[src/rtl/light_decoder.sv]
// Decodes a 24-bit {R,G,B} light word to a debounced 3-bit colour and checks the selector's colour sequence.
// Optional STRICT_DECODE_EN macro: only 00/FF channel levels are legal; illegal runs are counted as errors.
module light_decoder #(
  parameter int          STABLE_CYCLES = 2,
  parameter logic [7:0]  THRESH        = 8'h80,
  parameter int          ERR_CNT_W     = 8
) (
  input  logic                 clk,
  input  logic                 rst,
  input  logic [23:0]          light,
  input  logic                 clr_err,
  output logic [2:0]           colour,
  output logic                 white,
  output logic                 colour_valid,
  output logic                 seq_err,
  output logic [ERR_CNT_W-1:0] err_count
);

  typedef enum logic [1:0] {IDLE, TRACK, RESYNC} state_t;

  localparam logic [3:0] STABLE = 4'(STABLE_CYCLES);

  state_t               state_q, state_d;
  logic [2:0]           class_q, class_d;
  logic                 illegal_q, illegal_d;
  logic                 illegal_prev_q, illegal_prev_d;
  logic [2:0]           cand_q, cand_d;
  logic [3:0]           cnt_q, cnt_d;
  logic [2:0]           colour_q, colour_d;
  logic                 white_q, white_d;
  logic                 valid_q, valid_d;
  logic                 serr_q, serr_d;
  logic [ERR_CNT_W-1:0] err_q, err_d;
  logic                 accept;
  logic                 err_inc;
  logic [2:0]           expected;

  always_comb begin
    class_d = {light[23:16] >= THRESH, light[15:8] >= THRESH, light[7:0] >= THRESH};
`ifdef STRICT_DECODE_EN
    illegal_d = (light[23:16] != 8'h00 && light[23:16] != 8'hFF) ||
                (light[15:8]  != 8'h00 && light[15:8]  != 8'hFF) ||
                (light[7:0]   != 8'h00 && light[7:0]   != 8'hFF);
`else
    illegal_d = 1'b0;
`endif
    illegal_prev_d = illegal_q;

    cand_d = cand_q;
    cnt_d  = cnt_q;
    if (illegal_q) begin
      cnt_d = 4'd0;
    end else if (class_q != cand_q) begin
      cand_d = class_q;
      cnt_d  = 4'd1;
    end else if (cnt_q < STABLE) begin
      cnt_d = cnt_q + 4'd1;
    end

    // Accept is evaluated on the next-state count so STABLE_CYCLES=1 accepts on the load cycle.
    accept   = !illegal_q && (cnt_d == STABLE) && (cand_d != colour_q);
    colour_d = accept ? cand_d : colour_q;
    white_d  = (colour_d == 3'b111);
    valid_d  = accept;

    // In TRACK the last accepted colour is always 1..6, so it doubles as the sequence history.
    expected = (colour_q == 3'd6) ? 3'd1 : colour_q + 3'd1;
    state_d  = state_q;
    serr_d   = 1'b0;
    if (accept) begin
      case (state_q)
        IDLE: begin
          if (cand_d != 3'd0 && cand_d != 3'd7) state_d = TRACK;
        end
        TRACK: begin
          if (cand_d == expected) begin
            state_d = TRACK;
          end else if (cand_d == 3'd7) begin
            state_d = RESYNC;
          end else begin
            serr_d = 1'b1;
            if (cand_d == 3'd0) state_d = IDLE;
          end
        end
        RESYNC: begin
          if (cand_d == 3'd0)      state_d = IDLE;
          else if (cand_d != 3'd7) state_d = TRACK;
        end
        default: state_d = IDLE;
      endcase
    end

    err_inc = serr_d || (illegal_q && !illegal_prev_q);
    if (clr_err)                       err_d = '0;
    else if (err_inc && err_q != '1)   err_d = err_q + 1'b1;
    else                               err_d = err_q;
  end

  always_ff @(posedge clk) begin
    if (rst) begin
      state_q        <= IDLE;
      class_q        <= 3'd0;
      illegal_q      <= 1'b0;
      illegal_prev_q <= 1'b0;
      cand_q         <= 3'd0;
      cnt_q          <= 4'd0;
      colour_q       <= 3'd0;
      white_q        <= 1'b0;
      valid_q        <= 1'b0;
      serr_q         <= 1'b0;
      err_q          <= '0;
    end else begin
      state_q        <= state_d;
      class_q        <= class_d;
      illegal_q      <= illegal_d;
      illegal_prev_q <= illegal_prev_d;
      cand_q         <= cand_d;
      cnt_q          <= cnt_d;
      colour_q       <= colour_d;
      white_q        <= white_d;
      valid_q        <= valid_d;
      serr_q         <= serr_d;
      err_q          <= err_d;
    end
  end

  assign colour       = colour_q;
  assign white        = white_q;
  assign colour_valid = valid_q;
  assign seq_err      = serr_q;
  assign err_count    = err_q;

endmodule

[config.mk]
export PLATFORM = sky130hd
export DESIGN_NAME = light_decoder
export DESIGN_NICKNAME = d
export VERILOG_FILES = /design/src/rtl/light_decoder.sv
export SDC_FILE = /design/constraint.sdc
export NUM_CORES = 1
export LEC_CHECK = 0
export ABC_AREA = 1
export CAP_MARGIN = 40
export CORE_ASPECT_RATIO = 1.1
export CORE_UTILIZATION = 49
export DETAILED_ROUTE_END_ITERATION = 6
export PLACE_DENSITY_LB_ADDON = 0.05
export SYNTH_ARGS = -nofsm -noshare
export SYNTH_HDL_FRONTEND = slang
export SYNTH_SLANG_ARGS = --single-unit
[constraint.sdc]
create_clock -name clk -period 2.5 [get_ports clk]
set_input_delay 0.625 -clock clk [delete_from_list [all_inputs] [get_ports clk]]
set_output_delay 0.625 -clock clk [all_outputs]
set_load 0.01 [all_outputs]
==> results.py <==
metrics = {
    "status": {
        "status": "finished, final reports clean",
    },
    "die": {
        "rows": 19,
        "design.die.area_um2": 2950,
        "die_w_um": 51.9,
        "coreArea_um2": 2540,
        "die_height_um": 56.9,
        "ios": 41,
        "start_util_pct": 52.8,
    },
    "flow_run": {
        "maxCapViolCount": 0,
    },
    "logic_synthesis": {
        "ys_seq_area_share_pct": 38.8,
        "synth_area_um2": 1340,
        "synth-seq-cells": 26,
        "synthArstFlopShare_pct": 0,
        "ys_types": 23,
        "synth_top_cell_area_share_pct": 38.8,
        "synth_most_common_cell": "nand2_1",
        "synth_ff_type": "dfxtp_1",
        "synth_edf_count": 0,
        "synth_area_leaders": "dfxtp_1 (39%), nand2_1 (11%), inv_1 (7.8%)",
        "syn_nets": 218,
        "synth_top_area_cell": "dfxtp_1",
        "yosysWarnings": 0,
        "syn_inst": 189,
        "yosys-top-cells-count": "nand2_1 (41), inv_1 (28), dfxtp_1 (26)",
        "synth_area_per_cell_um2": 7.10,
    },
    "global_route": {
        "antenna_found_initial": 0,
        "grt_pass1_wl_um": 4890,
        "track_usage_pct": 22.0,
        "gr-total-overflow": 0,
        "grt_max_degree": 16,
        "grt_pass1_vias": 1191,
    },
    "setup_path": {
        "cp_data_arrival_time_ns": 1.42,
        "critPathCaptureType": "output port",
        "worst_path_max_delay_cell": "clkdlybuf4s50_1",
        "crit_family": "buffers and inverters",
        "max_stage_delay_ns": 0.59,
        "path_max_fanout": 6,
        "path_buf_inv": 1,
        "criticalPathCategory": "reg2out",
        "crit_chain": "clkdlybuf4s50_1",
        "required_ns": 1.88,
        "start_kind": "register",
    },
    "detailed_routing": {
        "avgViaCountPerCell": 5.13,
        "routed_wl_um": 2830,
        "antenna_left": 0,
        "drt_first_pass_iters": 4,
        "wl_per_cell_um": 11.7,
        "detailroute.via_count": 1246,
        "drt-initial-drc-count": 26,
        "drc_errors": 0,
    },
    "timing": {
        "rsz0062_at_grt": "no",
        "setup_tns_ns": 0,
        "clock.fmax_ghz": 0.489,
        "finalMaxSlewViolations": 0,
        "period_needed_ns": 2.05,
        "worst_slew_pin_slew_ns": 0.423,
        "fin_skew_ns": 0.0116,
        "post-route-period-util_pct": 81.9,
        "slew_headroom_pct": 71.6,
        "hold_violations": 0,
        "finalSetupViolations": 0,
    },
    "cells_and_area": {
        "syn_to_final_growth_pct": 21.2,
        "multi_input_area_um2": 706,
        "final_util_pct": 64.0,
        "fill_cells": 226,
        "fin_cells": 243,
        "seq_area_um2": 520,
        "n_antenna_cell": 0,
        "drive_above_1_share_pct": 9.91,
        "finalNetCount": 242,
    },
    "clock_network": {
        "cts_tree": "yes",
        "clkSinkCount": 26,
        "cts_resized": 0,
        "cts-htree-levels": 1,
        "ctsHoldBuffers": 0,
        "postCtsSetupRepairBufs": 0,
        "cts-root-buf": "clkbuf_4",
        "numCtsBuffers": 3,
        "clockBufferDepth": 2,
        "clk_pin_slew_worst_paths_ns": 0.15,
        "worstSkewPairLatency_ns": 0.33,
    },
    "placed_design": {
        "gp_congestion": 0.891,
        "placed_cells": 239,
        "io_buffers": 19,
        "hpwl_um": 2140,
    },
    "power": {
        "max-vdd-ir-drop_mv": 0.435,
        "p_leak_uw": 0.000701,
        "power_density_nw_per_um2": 520,
    },
    "worst_hold_path": {
        "hp-class": "reg2reg",
    },
}
## worst paths after layout
path,slack (ns),end,cells past startpoint,startpoint
hold reg to reg,0.48,cnt_q[3],2,cnt_q[3]
hold / removal,0.48,cnt_q[3],2,cnt_q[3]
setup reg to reg,0.82,err_count[1],10,cnt_q[1]
setup / recovery,0.45,colour[1],1,colour[1]
## per-layer routing
layer  share of wire (%)  global-route usage [%]  up-vias  wire, um
met2                  54                    41.0       26      1530
met3                 3.2                    2.71        8        91
li1                    -                       -      646         -
met1                  41                    23.1      566      1150
met5                   0                       0        -         0
met4                 2.0                    11.2        0        58
## flip-flops by register name (all words and copies together), names as in the netlist
name,count
cand_q,3
colour,3
err_count,8
state_q,2
cnt_q,4
seq_err,1
class_q,3
white,1
colour_valid,1
## layout make-up
type                       count  area share [%]
multi-input combinational    132            43.4
sequential                    26            32.0
inverter                      30            6.92
timing repair buffer          20            12.1
clock inverter                 1            1.84
clock buffer                   3            1.38
tap                           31            2.38
## cell usage in the layout, fill, tap and decap left out, types with 3 or more instances in the layout
cell              n
xnor2_1           7
xor2_1            3
nand2_1          41
o21ai_1           5
nor2_1           19
nand4_1           7
nand2_2           4
nor2_2            5
clkbuf_4          3
dfxtp_1          26
clkdlybuf4s50_1  19
a21oi_1          12
inv_1            28
nand3_1          18
## per-stage QoR
step | setup WS, ns | hold WS (ns) | instance area [um^2] | power (uW)
final | 0.453 | 0.484 | 1630 | 847
after global routing | 0.387 | 0.498 | 1630 | 883
after CTS | 0.440 | 0.482 | 1630 | 855
after detailed placement | 0.694 | 0.463 | 1580 | 561
after global placement | 0.702 | 0.457 | 1580 | 557
after floorplan | 1.01 | 0.442 | 1340 | 527
## power breakdown
part,internal [uW],switching (uW)
Clock,162,132
Sequential,426,12.4
Combinational,44.5,70.1
Total,633,214
## cell families (layout without fill, tap and decap cells)
kind of cell / Yosys count / in the layout / synth area share [%]
fa+ha+maj: 2 / 2 / 1.86
compound gates: 18 / 18 / 6.80
xor+xnor: 10 / 10 / 6.52
simple gates: 102 / 102 / 37.4
buf+inv: 31 / 54 / 8.67
flops: 26 / 26 / 38.8
## tightest hold or removal path: cells and delay by family (launching register included)
| kind | cells | cell delay, ns |
|---|---|---|
| DFF | 1 | 0.35 |
| buffers and inverters | 1 | 0.07 |
| and+or+nand+nor | 1 | 0.04 |
Note: power is estimated with default switching activity, not from simulation.
